--- src/rtl/data_mem_ctrl_if.sv ---
// data_mem_ctrl_if: port A, port B and data-memory signals of the shared memory controller
// Port A: a_req/a_we/a_addr/a_wdata in, a_done/a_err/a_rdata out (16-bit load/store)
// Port B: b_req/b_we/b_addr/b_wdata in, b_done/b_err/b_rdata out (32-bit push/pop)
// Memory: mem_addr/mem_din/mem_read/mem_write out, mem_dout in
// slave is the controller view, master is the requester/memory side
interface data_mem_ctrl_if;
  logic        a_req;
  logic        a_we;
  logic [31:0] a_addr;
  logic [15:0] a_wdata;
  logic        a_done;
  logic        a_err;
  logic [15:0] a_rdata;
  logic        b_req;
  logic        b_we;
  logic [31:0] b_addr;
  logic [31:0] b_wdata;
  logic        b_done;
  logic        b_err;
  logic [31:0] b_rdata;
  logic [31:0] mem_addr;
  logic [15:0] mem_din;
  logic        mem_read;
  logic        mem_write;
  logic [15:0] mem_dout;
  modport master (
    output a_req, a_we, a_addr, a_wdata, b_req, b_we, b_addr, b_wdata, mem_dout,
    input  a_done, a_err, a_rdata, b_done, b_err, b_rdata, mem_addr, mem_din, mem_read, mem_write
  );
  modport slave (
    input  a_req, a_we, a_addr, a_wdata, b_req, b_we, b_addr, b_wdata, mem_dout,
    output a_done, a_err, a_rdata, b_done, b_err, b_rdata, mem_addr, mem_din, mem_read, mem_write
  );
endinterface

--- src/rtl/data_mem_ctrl.sv ---
// data_mem_ctrl: round-robin sequencer sharing a 16-bit data memory between port A and port B
// clk, rst : clock and asynchronous active-high reset
// bus      : slave view of data_mem_ctrl_if (port A, port B, memory signals)
module data_mem_ctrl #(
  parameter int unsigned MEM_WORDS = 2048
) (
  input logic           clk,
  input logic           rst,
  data_mem_ctrl_if.slave bus
);
  localparam logic [1:0] IDLE     = 2'd0;
  localparam logic [1:0] ACC_A    = 2'd1;
  localparam logic [1:0] ACC_B_HI = 2'd2;
  localparam logic [1:0] ACC_B_LO = 2'd3;
  logic [1:0]  state_q, state_d;
  logic        last_q, last_d;
  logic        err_q, err_d;
  logic [15:0] wlo_q, wlo_d;
  logic [31:0] mem_addr_q, mem_addr_d;
  logic [15:0] mem_din_q, mem_din_d;
  logic        mem_read_q, mem_read_d;
  logic        mem_write_q, mem_write_d;
  logic        a_done_q, a_done_d;
  logic        a_err_q, a_err_d;
  logic [15:0] a_rdata_q, a_rdata_d;
  logic        b_done_q, b_done_d;
  logic        b_err_q, b_err_d;
  logic [31:0] b_rdata_q, b_rdata_d;
  logic        a_elig, b_elig, grant_a, grant_b, a_bad, b_bad;
  // a port whose done is showing is still finishing its handshake, so it cannot win
  assign a_elig  = bus.a_req && !a_done_q;
  assign b_elig  = bus.b_req && !b_done_q;
  // last_q = 1 means B was granted last, so A has priority on conflict
  assign grant_b = b_elig && (!a_elig || !last_q);
  assign grant_a = a_elig && !grant_b;
  assign a_bad   = bus.a_addr >= MEM_WORDS;
  // B touches addr and addr+1, so the top word alone is already out of range
  assign b_bad   = bus.b_addr >= MEM_WORDS - 1;
  // strobes are decided at grant and carried through the B halves via mem_*_q,
  // so an out-of-range transfer simply never raises them
  always_comb begin
    state_d     = state_q;
    last_d      = last_q;
    err_d       = err_q;
    wlo_d       = wlo_q;
    mem_addr_d  = mem_addr_q;
    mem_din_d   = mem_din_q;
    mem_read_d  = 1'b0;
    mem_write_d = 1'b0;
    a_done_d    = 1'b0;
    a_err_d     = 1'b0;
    a_rdata_d   = a_rdata_q;
    b_done_d    = 1'b0;
    b_err_d     = 1'b0;
    b_rdata_d   = b_rdata_q;
    case (state_q)
      IDLE: begin
        if (grant_b) begin
          state_d     = ACC_B_HI;
          last_d      = 1'b1;
          err_d       = b_bad;
          wlo_d       = bus.b_wdata[15:0];
          mem_addr_d  = bus.b_addr;
          mem_din_d   = bus.b_wdata[31:16];
          mem_read_d  = !bus.b_we && !b_bad;
          mem_write_d = bus.b_we && !b_bad;
        end else if (grant_a) begin
          state_d     = ACC_A;
          last_d      = 1'b0;
          err_d       = a_bad;
          mem_addr_d  = bus.a_addr;
          mem_din_d   = bus.a_wdata;
          mem_read_d  = !bus.a_we && !a_bad;
          mem_write_d = bus.a_we && !a_bad;
        end
      end
      ACC_A: begin
        state_d   = IDLE;
        a_done_d  = 1'b1;
        a_err_d   = err_q;
        a_rdata_d = mem_read_q ? bus.mem_dout : a_rdata_q;
      end
      ACC_B_HI: begin
        state_d     = ACC_B_LO;
        mem_addr_d  = mem_addr_q + 32'd1;
        mem_din_d   = wlo_q;
        mem_read_d  = mem_read_q;
        mem_write_d = mem_write_q;
        if (mem_read_q) b_rdata_d[31:16] = bus.mem_dout;
      end
      default: begin
        state_d  = IDLE;
        b_done_d = 1'b1;
        b_err_d  = err_q;
        if (mem_read_q) b_rdata_d[15:0] = bus.mem_dout;
      end
    endcase
  end
  always_ff @(posedge clk or posedge rst) begin
    if (rst) begin
      state_q     <= IDLE;
      last_q      <= 1'b0;
      err_q       <= 1'b0;
      wlo_q       <= '0;
      mem_addr_q  <= '0;
      mem_din_q   <= '0;
      mem_read_q  <= 1'b0;
      mem_write_q <= 1'b0;
      a_done_q    <= 1'b0;
      a_err_q     <= 1'b0;
      a_rdata_q   <= '0;
      b_done_q    <= 1'b0;
      b_err_q     <= 1'b0;
      b_rdata_q   <= '0;
    end else begin
      state_q     <= state_d;
      last_q      <= last_d;
      err_q       <= err_d;
      wlo_q       <= wlo_d;
      mem_addr_q  <= mem_addr_d;
      mem_din_q   <= mem_din_d;
      mem_read_q  <= mem_read_d;
      mem_write_q <= mem_write_d;
      a_done_q    <= a_done_d;
      a_err_q     <= a_err_d;
      a_rdata_q   <= a_rdata_d;
      b_done_q    <= b_done_d;
      b_err_q     <= b_err_d;
      b_rdata_q   <= b_rdata_d;
    end
  end
  assign bus.mem_addr  = mem_addr_q;
  assign bus.mem_din   = mem_din_q;
  assign bus.mem_read  = mem_read_q;
  assign bus.mem_write = mem_write_q;
  assign bus.a_done    = a_done_q;
  assign bus.a_err     = a_err_q;
  assign bus.a_rdata   = a_rdata_q;
  assign bus.b_done    = b_done_q;
  assign bus.b_err     = b_err_q;
  assign bus.b_rdata   = b_rdata_q;
endmodule

--- src/flat_wrapper.sv ---
// flat-port wrapper written by rule: the top's interface ports become plain ports
module data_mem_ctrl_flat 
#(
  parameter int unsigned MEM_WORDS = 2048
)
  (clk, rst, bus_a_req, bus_a_we, bus_a_addr, bus_a_wdata, bus_b_req, bus_b_we, bus_b_addr, bus_b_wdata, bus_mem_dout, bus_a_done, bus_a_err, bus_a_rdata, bus_b_done, bus_b_err, bus_b_rdata, bus_mem_addr, bus_mem_din, bus_mem_read, bus_mem_write);
  data_mem_ctrl_if bus_i ();
  input logic clk;
  input logic rst;
  input wire logic [$bits(bus_i.a_req)-1:0] bus_a_req;
  input wire logic [$bits(bus_i.a_we)-1:0] bus_a_we;
  input wire logic [$bits(bus_i.a_addr)-1:0] bus_a_addr;
  input wire logic [$bits(bus_i.a_wdata)-1:0] bus_a_wdata;
  input wire logic [$bits(bus_i.b_req)-1:0] bus_b_req;
  input wire logic [$bits(bus_i.b_we)-1:0] bus_b_we;
  input wire logic [$bits(bus_i.b_addr)-1:0] bus_b_addr;
  input wire logic [$bits(bus_i.b_wdata)-1:0] bus_b_wdata;
  input wire logic [$bits(bus_i.mem_dout)-1:0] bus_mem_dout;
  output wire logic [$bits(bus_i.a_done)-1:0] bus_a_done;
  output wire logic [$bits(bus_i.a_err)-1:0] bus_a_err;
  output wire logic [$bits(bus_i.a_rdata)-1:0] bus_a_rdata;
  output wire logic [$bits(bus_i.b_done)-1:0] bus_b_done;
  output wire logic [$bits(bus_i.b_err)-1:0] bus_b_err;
  output wire logic [$bits(bus_i.b_rdata)-1:0] bus_b_rdata;
  output wire logic [$bits(bus_i.mem_addr)-1:0] bus_mem_addr;
  output wire logic [$bits(bus_i.mem_din)-1:0] bus_mem_din;
  output wire logic [$bits(bus_i.mem_read)-1:0] bus_mem_read;
  output wire logic [$bits(bus_i.mem_write)-1:0] bus_mem_write;
  assign bus_i.a_req = bus_a_req;
  assign bus_i.a_we = bus_a_we;
  assign bus_i.a_addr = bus_a_addr;
  assign bus_i.a_wdata = bus_a_wdata;
  assign bus_i.b_req = bus_b_req;
  assign bus_i.b_we = bus_b_we;
  assign bus_i.b_addr = bus_b_addr;
  assign bus_i.b_wdata = bus_b_wdata;
  assign bus_i.mem_dout = bus_mem_dout;
  assign bus_a_done = bus_i.a_done;
  assign bus_a_err = bus_i.a_err;
  assign bus_a_rdata = bus_i.a_rdata;
  assign bus_b_done = bus_i.b_done;
  assign bus_b_err = bus_i.b_err;
  assign bus_b_rdata = bus_i.b_rdata;
  assign bus_mem_addr = bus_i.mem_addr;
  assign bus_mem_din = bus_i.mem_din;
  assign bus_mem_read = bus_i.mem_read;
  assign bus_mem_write = bus_i.mem_write;
  data_mem_ctrl #(.MEM_WORDS(MEM_WORDS)) u_core (.clk(clk), .rst(rst), .bus(bus_i));
endmodule
--- config.mk ---
export PLATFORM = sky130hd
export DESIGN_NAME = data_mem_ctrl_flat
export DESIGN_NICKNAME = d
export VERILOG_FILES = /design/src/rtl/data_mem_ctrl_if.sv /design/src/rtl/data_mem_ctrl.sv /design/src/flat_wrapper.sv
export SDC_FILE = /design/constraint.sdc
export NUM_CORES = 1
export LEC_CHECK = 0
export BUFFER_PORTS_ARGS = -buffer_cell sky130_fd_sc_hd__buf_2
export CAP_MARGIN = 5
export CORE_MARGIN = 5
export CORE_UTILIZATION = 34
export CTS_BUF_LIST = sky130_fd_sc_hd__clkbuf_4
export DETAILED_ROUTE_END_ITERATION = 10
export PLACE_DENSITY = 0.65
export SLEW_MARGIN = 0
export SYNTH_ARGS = -nofsm -noshare
export SYNTH_HDL_FRONTEND = slang
export SYNTH_SLANG_ARGS = --single-unit
export TNS_END_PERCENT = 5
--- constraint.sdc ---
create_clock -name clk -period 7.1 [get_ports clk]
set_input_delay 1.42 -clock clk [delete_from_list [all_inputs] [get_ports clk]]
set_output_delay 1.42 -clock clk [all_outputs]
set_load 0.02 [all_outputs]
# Word-level counts from Yosys, hierarchy flattened
# Index checks and enable logic that the tools add are counted.
[totals] output_inout_bits=102 word_cells=73 reg_bits=122 input_bits=134
[classes] eq_ne=3 add_sub_neg=1 n_lt_le_gt_ge=2 n_reduce_logical=28 muxes=23 bitwise_logic=1
[ops] op="$mux 32" n=2
[ops] op="$pmux 32 s2" n=1
[ops] op="$add 32x1->32 const B" n=1
[ops] op="$ge 32x11->1 const B" n=1
[ops] op="$ge 32x12->1 const B" n=1
[ops] op="$mux 16" n=2
[ops] op="$pmux 16 s2" n=1
[ops] op="$mux 1" n=12
[ops] op="$reduce_and 2->1" n=6
[ops] op="$logic_not 1->1" n=9
[ops] op="$logic_and 1x1->1" n=8
[ops] op="$mux 2" n=2
[ops] op="$pmux 1 s2" n=2
[ops] op="$pmux 2 s2" n=1
[ops] op="$reduce_bool 2->1" n=2
[ops] op="$ne 3x1->1 const B" n=1
[ops] op="$reduce_or 3->1" n=1
[ops] op="$eq 2x1->1 const B" n=1
[ops] op="$eq 2x2->1 const B" n=1
[ops] op="$logic_not 2->1" n=1
[ops] op="$logic_or 1x1->1" n=1
[ops] op="$not 1->1" n=1

# Longest topological paths before layout
# Gate-level depths: netlist of run 1.
[depth] ltp_word=10 depth_mapped=7 mapped_depth_nobuf=6

# Worst setup path before layout of run 1
# OpenSTA, ideal clock, no wires.
[synth_path] kind="input port to flip-flop" from="in bus_a_req" to="reg u_core.wlo_q[0]" arrival_ps=2786 setup_time_ps=125 n_path_buf=1 setup_slack_ps=4189 path_stages=5 path_cell_list="nor2b_1 a21oi_1 nand2_1 clkbuf_1 mux2_2"
[synth_via] elab_chain_len=5
[synth_rtl] item="from (decl)" line_no="flat_wrapper.sv:10" source="input wire logic [$bits(bus_i.a_req)-1:0] bus_a_req;"
[synth_rtl] item="$logic_and 1x1->1" line_no="data_mem_ctrl.sv:31" source="assign a_elig = bus.a_req && !a_done_q;"
[synth_rtl] item="$logic_not 1->1" line_no="data_mem_ctrl.sv:34" source="assign grant_b = b_elig && (!a_elig || !last_q);"
[synth_rtl] item="$logic_or 1x1->1" line_no="data_mem_ctrl.sv:34"
[synth_rtl] item="$logic_and 1x1->1" line_no="data_mem_ctrl.sv:34"
[synth_rtl] item="$reduce_and 2->1 (no line)"
[synth_rtl] item="to (signal assigned)" line_no="data_mem_ctrl.sv:119" source="wlo_q <= wlo_d;"
[synth_rtl] item="to (decl)" line_no="data_mem_ctrl.sv:18" source="logic [15:0] wlo_q, wlo_d;"
# No other way between the ends.
# A chain may end at the register's enable or synchronous reset.

# Final worst setup path of run 1
[layout_path] from="in bus_a_req" to="reg u_core.mem_read_q (netlist: u_core.bus.mem_read)"
[layout_via] elab_chain_len=9
[layout_rtl] item="$logic_and 1x1->1 *" line_no="data_mem_ctrl.sv:31"
[layout_rtl] item="$logic_not 1->1" line_no="data_mem_ctrl.sv:34"
[layout_rtl] item="$logic_or 1x1->1" line_no="data_mem_ctrl.sv:34"
[layout_rtl] item="$logic_and 1x1->1" line_no="data_mem_ctrl.sv:34"
[layout_rtl] item="$logic_not 1->1" line_no="data_mem_ctrl.sv:35" source="assign grant_a = a_elig && !grant_b;"
[layout_rtl] item="$logic_and 1x1->1" line_no="data_mem_ctrl.sv:35"
[layout_rtl] item="$mux 1" line_no="data_mem_ctrl.sv:67" source="end else if (grant_a) begin"
[layout_rtl] item="$mux 1 *" line_no="data_mem_ctrl.sv:58" source="if (grant_b) begin"
[layout_rtl] item="$pmux 1 s2 *" line_no="data_mem_ctrl.sv:56" source="case (state_q)"
[layout_rtl] item="to (signal assigned)" line_no="data_mem_ctrl.sv:122" source="mem_read_q <= mem_read_d;"
[layout_rtl] item="to (decl)" line_no="data_mem_ctrl.sv:21" source="logic mem_read_q, mem_read_d;"
# Mark *: on every way between the ends. The rest lies on a longest branch, timed or not.

==> key figures, run 1 <==
Cells and area
  • Share of cells above drive strength 1: 44.2%
  • End-of-flow core utilization: 44.5%
  • Layout Nets: 945
  • Synth-to-layout area growth: 28.3%

Power and ir drop
  • Psw: 0.00138 W
  • Sequential Power Share: 38.1%
  • Logic gate share of total power: 46.0%
  • Pwr dens: 394 mW/mm²
  • Clk pwr share: 15.9%
  • Max VDD drop: 0.000191 V
  • Total Power: 0.00303 W
  • Leak: 3.69 nW
  • Power Internal: 0.00165 W
  • Sw Ratio: 45.6%

Detailed routing
  • Vias per cell: 5.25
  • Antenna-violating nets left: 0
  • Detailed Route Iter0 Violations: 255
  • Routed len/inst: 18.2 µm
  • Routed wire length: 19,200 µm
  • Drt pass-1 iters: 4
  • DRC viols: 0
  • Via count: 5,511

Critical path
  • Setup crit end kind: flop
  • Total buffers and inverters traversed by the critical path: 2
  • Critical path arrival: 3.19 ns
  • Crit path launch type: primary input
  • Slowest-stage cell, CP: nor4_1
  • Crit path max fanout: 50
  • Critical Path, Cell by Cell: buf_2 -> nor2b_1 -> a21oi_4 -> buf_4 -> nor4_1 -> nand3_1 -> o211ai_1
  • Crit path largest cell delay: 0.45 ns
  • Largest delay share family, worst path: simple AND/OR/NAND/NOR gates
  • Req. time, crit path: 7.55 ns
  • Worst setup path category: primary input to flop

Die
  • Die area: 0.0204 mm²
  • Initial Util: 34.7%
  • Std cell rows: 48
  • Core area: 0.0173 mm²
  • # IOs: 236
  • Die width: 143 µm
  • Die Ht: 143 µm

Clock network
  • H-Tree Depth: 4
  • CTS buffer count: 17
  • Post-CTS setup buffer count: 0
  • Clock Pin Slew Worst Setup and Hold Paths: 0.13 ns
  • CTS Sinks: 122
  • Clock Path Buffers: 2
  • Latest clock arrival within the worst-skew pair: 0.55 ns
  • Post-CTS Hold Fix Bufs: 0
  • # resized after CTS: 0
  • CTS tree: built
  • CTS root buf: clkbuf_4

STA
  • Hold Vio Cnt, Final: 0
  • Max-slew violation count: 0
  • Worst slew margin relative to its limit: 38.2%
  • Final setup vio count: 0
  • RSZ-0062 raised after global routing: no
  • Clock Skew: 0.0199 ns
  • Least-Margin Pin Slew: 0.924 ns
  • Final worst slack: 4.36 ns
  • Fmax: 0.364 GHz
  • Crit path time final: 2.74 ns
  • Setup TNS: 0 ns
  • Tcrit/Tclk final: 38.6%
  • Worst hold slack: 0.473 ns

GRT
  • Vias in the first global route: 5,658
  • Largest net degree at the start of global routing: 63
  • Antenna violations before repair: 4
  • GR Util All Layers: 18.8%
  • Overflow after GRT: 0
  • First-pass GRT wire length: 29,700 µm

Logic synthesis
  • Post-synthesis sequential area ratio: 50.9%
  • Area fraction of the dominant cell type after synthesis: 50.9%
  • #FFs+latches synth: 122
  • Synthesized instance count: 580
  • Post-Synthesis Cell Area: 0.00600 mm²
  • Syn_nets: 715
  • Synth top cells by count: 122 x dfrtp_1, 93 x nand2_1, 70 x mux2_2, 30 x clkbuf_1, 27 x o21ai_0
  • Post-synth EDFFs: 0
  • Largest area contributor in the netlist: dfrtp_1
  • Primary FF master, synth: dfrtp_1
  • Top cells by area, synth: dfrtp_1 51%, mux2_2 13%, nand2_1 5.8%, a21o_1 2.6%, a31oi_1 2.4%
  • Syn. warnings: 0
  • Syn_area_per_cell: 10.3 µm²
  • Most common cell in the synthesized netlist: dfrtp_1
  • Share of flip-flops with an asynchronous set or reset: 100%
  • Cell variety after synth: 54

Place
  • Dpl hpwl: 14,300 µm
  • Port buffer count: 235
  • DP Worst Slack: 3.79 ns
  • Gpl congestion: 0.897

Hold path
  • Hold Path Class: flop to flop

Flow run
  • Max Cap Violations: 0

Status
  • Status: completed
## state kept, by name, indices dropped and copies added (netlist names), 2 cells and up
register / count
u_core.bus.b_rdata: 32
u_core.bus.mem_addr: 32
u_core.bus.a_rdata: 16
u_core.bus.mem_din: 16
u_core.wlo_q: 16
u_core.state_q: 2
## power groups by stage
stage	sequential, W	clock, W	combinational, W
global placement	0.00117	0	0.00138
finish	0.00115	0.000483	0.00139
floorplan	0.00132	0	0.000756
CTS	0.00115	0.000503	0.00141
detailed placement	0.00116	0	0.00141
global route	0.00119	0.000536	0.00154
## worst reg2reg max path: cells and delay by family, from the launching register on
| kind | cells | cell delay (ns) |
|---|---|---|
| simple gates | 4 | 1.50 |
| flops | 1 | 0.51 |
| fa+ha+maj | 1 | 0.33 |
| compound gates | 1 | 0.17 |
## placed cells by master, fill, tap and decap left out, drive strengths merged, types with 3 or more instances in the layout
master and count:
and4 3, and2 4, and3 14, nor4 15, inv 20, mux2 70
nand3 19, nand2 93, or2 3, a21o 21, a311oi 3, o21ai 28
nor2 16, a211oi 7, nor2b 3, nand2b 5, nand4 12, o211ai 5
clkbuf 17, a31oi 23, dfrtp 122, o311ai 3, a21oi 14, mux2i 7
buf 244, o31ai 3, a31o 4, nor3 14
## cell type report
class	instances	area (µm²)
antenna	2	5.00
clock inverter	15	144
fill	1730	9600
inverter	9	36.3
clock buffer	17	128
sequential	122	3050
multi-input combinational	416	2810
tap	225	282
timing repair buffer	244	1240
## per-stage QoR
stage / instances / cell area, µm²
3_5_place_dp: 1016 / 7420
3_3_place_gp: 1016 / 7420
5_1_grt: 1049 / 7690
6_report: 1050 / 7700
2_1_floorplan: 580 / 6000
4_1_cts: 1048 / 7690
## worst paths after layout
path	start	end	cells after the start	slack [ns]
worst min-delay path	u_core.wlo_q[9]$_DFFE_PP0P_	u_core.bus.mem_din[9]$_DFFE_PP0P_	1	0.47
worst max-delay path	bus_a_req	u_core.bus.mem_read$_DFFE_PP0N_	7	4.36
min in group asynchronous	rst	u_core.wlo_q[15]$_DFFE_PP0P_	2	1.02
worst max register to register	u_core.bus.mem_addr[1]$_DFFE_PP0P_	u_core.bus.mem_addr[26]$_DFFE_PP0P_	6	4.52
max in group asynchronous	rst	u_core.bus.mem_addr[18]$_DFFE_PP0P_	3	4.75
worst min register to register	u_core.wlo_q[9]$_DFFE_PP0P_	u_core.bus.mem_din[9]$_DFFE_PP0P_	1	0.47
## cells by family after synthesis
| family | Yosys count | synth area share [%] |
|---|---|---|
| XOR/XNOR | 3 | 0.438 |
| AND/OR/NAND/NOR | 208 | 17.1 |
| multiplexers | 77 | 14.3 |
| adder cells (fa/ha/maj) | 1 | 0.209 |
| AO/OA/AOI/OAI | 127 | 14.4 |
| buffers and inverters | 42 | 2.67 |
| flip-flops | 122 | 50.9 |
## layer usage
metal	part of all wire [%]	vias to the layer above	wire, µm	track usage (%)
li1	-	2603	-	-
met1	42	2674	8110	23.8
met2	47	198	9070	30.3
met3	8.5	30	1630	6.20
met4	1.6	6	313	6.50
met5	0.22	-	42	0
Power figures use the tool's default switching activity.
==> run 2: changes to the inputs <==
--- a/config.mk
+++ b/config.mk
@@ -11,7 +11,7 @@
 export CORE_UTILIZATION = 34
 export CTS_BUF_LIST = sky130_fd_sc_hd__clkbuf_4
 export DETAILED_ROUTE_END_ITERATION = 10
-export PLACE_DENSITY = 0.65
+export PLACE_DENSITY = 0.68
 export SLEW_MARGIN = 0
 export SYNTH_ARGS = -nofsm -noshare
 export SYNTH_HDL_FRONTEND = slang
==> constraint.sdc (replaced) <==
create_clock -name clk -period 2.2 [get_ports clk]
set_input_delay 0.44 -clock clk [delete_from_list [all_inputs] [get_ports clk]]
set_output_delay 0.44 -clock clk [all_outputs]
set_load 0.02 [all_outputs]
==> key figures, run 2 (synthesis gave the netlist of run 1 again) <==
Cells and area
  • Synth-to-layout area growth: 33.2%
  • Commonest non-fill, non-tap cell in the layout: buf_2
  • Storage cell area: 0.00305 mm² (unchanged)
  • Finished Layout Cells: 1,074 (+2.3%)
  • Number of fill cells: 1,675 (-3.2%)
  • Share of cells above drive strength 1: 45.5% (+1.3 points)
  • Design area: 0.00799 mm² (+3.8%)
  • Multi-input logic area: 0.00281 mm² (+0.27%)
  • Most frequent cells in the layout: 235 x buf_2, 122 x dfrtp_1, 93 x nand2_1
  • Layout Nets: 970 (+2.6%)

Clock network
  • Clock Path Buffers: 2 (unchanged)
  • # resized after CTS: 0 (unchanged)
  • CTS buffer count: 17 (unchanged)
  • Latest clock arrival within the worst-skew pair: 0.53 ns (-0.02 ns)
  • H-Tree Depth: 4 (unchanged)
  • CTS tree: built
  • Clock Pin Slew Worst Setup and Hold Paths: 0.13 ns (about the same)
  • CTS Sinks: 122 (unchanged)
  • CTS root buf: clkbuf_4

GRT
  • Antenna violations before repair: 4 (unchanged)
  • GR Util All Layers: 19.0% (+0.26 points)
  • Grt met2 use: 29.6% (-0.64 points)
  • Busiest grt layer: met2
  • Overflow after GRT: 0 (unchanged)
  • First-pass GRT wire length: 30,600 µm (+3.1%)
  • Largest net degree at the start of global routing: 74 (+17%)
  • Met3 GRT Util: 7.23% (+1.0 points)
  • Met1 usage: 24.3% (+0.54 points)
  • Vias in the first global route: 5,640 (-0.32%)

Die
  • Die area: 0.0204 mm² (unchanged)
  • Core area: 0.0173 mm² (unchanged)
  • Die width: 143 µm (unchanged)
  • Die Ht: 143 µm (unchanged)
  • Std cell rows: 48 (unchanged)
  • Initial Util: 34.7% (unchanged)
  • # IOs: 236 (unchanged)

Detailed routing
  • Routed len/inst: 18.0 µm (-1.5%)
  • Vias per cell: 5.24 (-0.25%)
  • Detailed Route Iter0 Violations: 294 (+15%)
  • Routed wire length: 19,300 µm (+0.73%)
  • Via count: 5,623 (+2.0%)
  • DRC viols: 0 (unchanged)
  • Drt pass-1 iters: 4 (unchanged)
  • Antenna-violating nets left: 0 (unchanged)

STA
  • Least-Margin Pin Slew: 0.518 ns (-0.406 ns)
  • Crit path time final: 2.13 ns
  • Setup TNS: 0 ns (unchanged)
  • Final setup vio count: 0 (unchanged)
  • Final worst slack: 0.0703 ns (-4.29 ns)
  • Fmax: 0.470 GHz
  • Worst slew margin relative to its limit: 65.2% (+27 points)
  • Max-slew violation count: 0 (unchanged)
  • Hold Vio Cnt, Final: 0 (unchanged)
  • Tcrit/Tclk final: 96.8%
  • Clock Skew: 0.0307 ns (+0.0108 ns)

Power and ir drop
  • Total Power: 0.0102 W (+240%)
  • Pwr dens: 1270 mW/mm² (+220%)
  • Max VDD drop: 0.000519 V (+170%)
  • Leak: 3.83 nW (+3.9%)

Place
  • Port buffer count: 235 (unchanged)
  • Post-DP Area: 0.00769 mm² (+3.6%)
  • DP Worst Slack: 0.124 ns (-3.67 ns)
  • Gpl congestion: 0.931 (+3.8%)
  • Placed Cells: 1,039 (+2.3%)
  • Dpl hpwl: 14,600 µm (+1.8%)

Critical path
  • Slowest-stage cell, CP: or4_1
  • Crit path max fanout: 6 (-88%)
  • Setup crit end kind: flop
  • Largest delay share family, worst path: simple AND/OR/NAND/NOR gates
  • Req. time, crit path: 2.64 ns (-4.91 ns)
  • Crit path largest cell delay: 0.60 ns (+0.15 ns)
  • Critical Path, Cell by Cell: nand4_2 -> or4_1 -> or3b_4 -> and3_4 -> a211oi_2
  • Crit path launch type: flop
  • Total buffers and inverters traversed by the critical path: 0 (-2)
  • Worst setup path category: flop to flop
  • R2R setup slack: 0.07 ns (-4.45 ns)
  • Critical path arrival: 2.57 ns (-0.62 ns)

Status
  • Status: completed

Flow run
  • Max Cap Violations: 0 (unchanged)

Hold path
  • Hold Path Class: primary input to flop
[run 2: per-stage QoR]
stage	util, %	hold slack [ns]
after floorplan	-	0.444
after global placement	44.5	0.448
after detailed placement	44.5	0.455
after CTS	46.1	0.0854
after global routing	46.2	0.0748
final	46.2	0.140
[run 2: final timing paths]
| kind | start | end | depth (start not counted) |
|---|---|---|---|
| setup reg to reg | u_core.bus.mem_addr[17]$_DFFE_PP0P_ | u_core.bus.mem_addr[26]$_DFFE_PP0P_ | 5 |
| min in group asynchronous | rst | u_core.bus.a_err$_DFF_PP0_ | 4 |
| max in group asynchronous | rst | u_core.bus.mem_din[6]$_DFFE_PP0P_ | 4 |
| hold / removal | bus_b_wdata[3] | u_core.wlo_q[3]$_DFFE_PP0P_ | 2 |
| setup / recovery | u_core.bus.mem_addr[17]$_DFFE_PP0P_ | u_core.bus.mem_addr[26]$_DFFE_PP0P_ | 5 |
| hold reg to reg | u_core.wlo_q[6]$_DFFE_PP0P_ | u_core.bus.mem_din[6]$_DFFE_PP0P_ | 1 |
[run 2: area by class of cell]
type                            instances  area share [%]
Antenna cell                            1          0.0313
Clock buffer                           18            1.69
Clock inverter                         14            1.83
Inverter                                9           0.470
Multi-Input combinational cell        416            35.2
Sequential cell                       122            38.2
Tap cell                              225            3.52
Timing Repair Buffer                  269            19.0
[run 2: metal layers]
metal / vias to the layer above / routed length, µm
li1: 2644 / -
met1: 2688 / 7800
met2: 247 / 8890
met3: 38 / 2050
met4: 6 / 529
met5: - / 34
[run 2: timing repair]
item	CTS	global route
endpoints found under the hold margin	40	0
endpoints found under the setup margin	0	2
buffers inserted	0	1
hold buffers	1	0
[run 2: worst reg2reg max path, stage by stage, from the launching register on]
cell and delay [ns]:
dfrtp_1 0.45, nand4_2 0.18, or4_1 0.60, or3b_4 0.43, and3_4 0.19, a211oi_2 0.18
[run 2: where the power goes]
part	leakage [nW]	switching, W	internal [W]
registers	1.43	0.000630	0.00301
clock network	0.141	0.000922	0.000689
logic	2.26	0.00286	0.00206
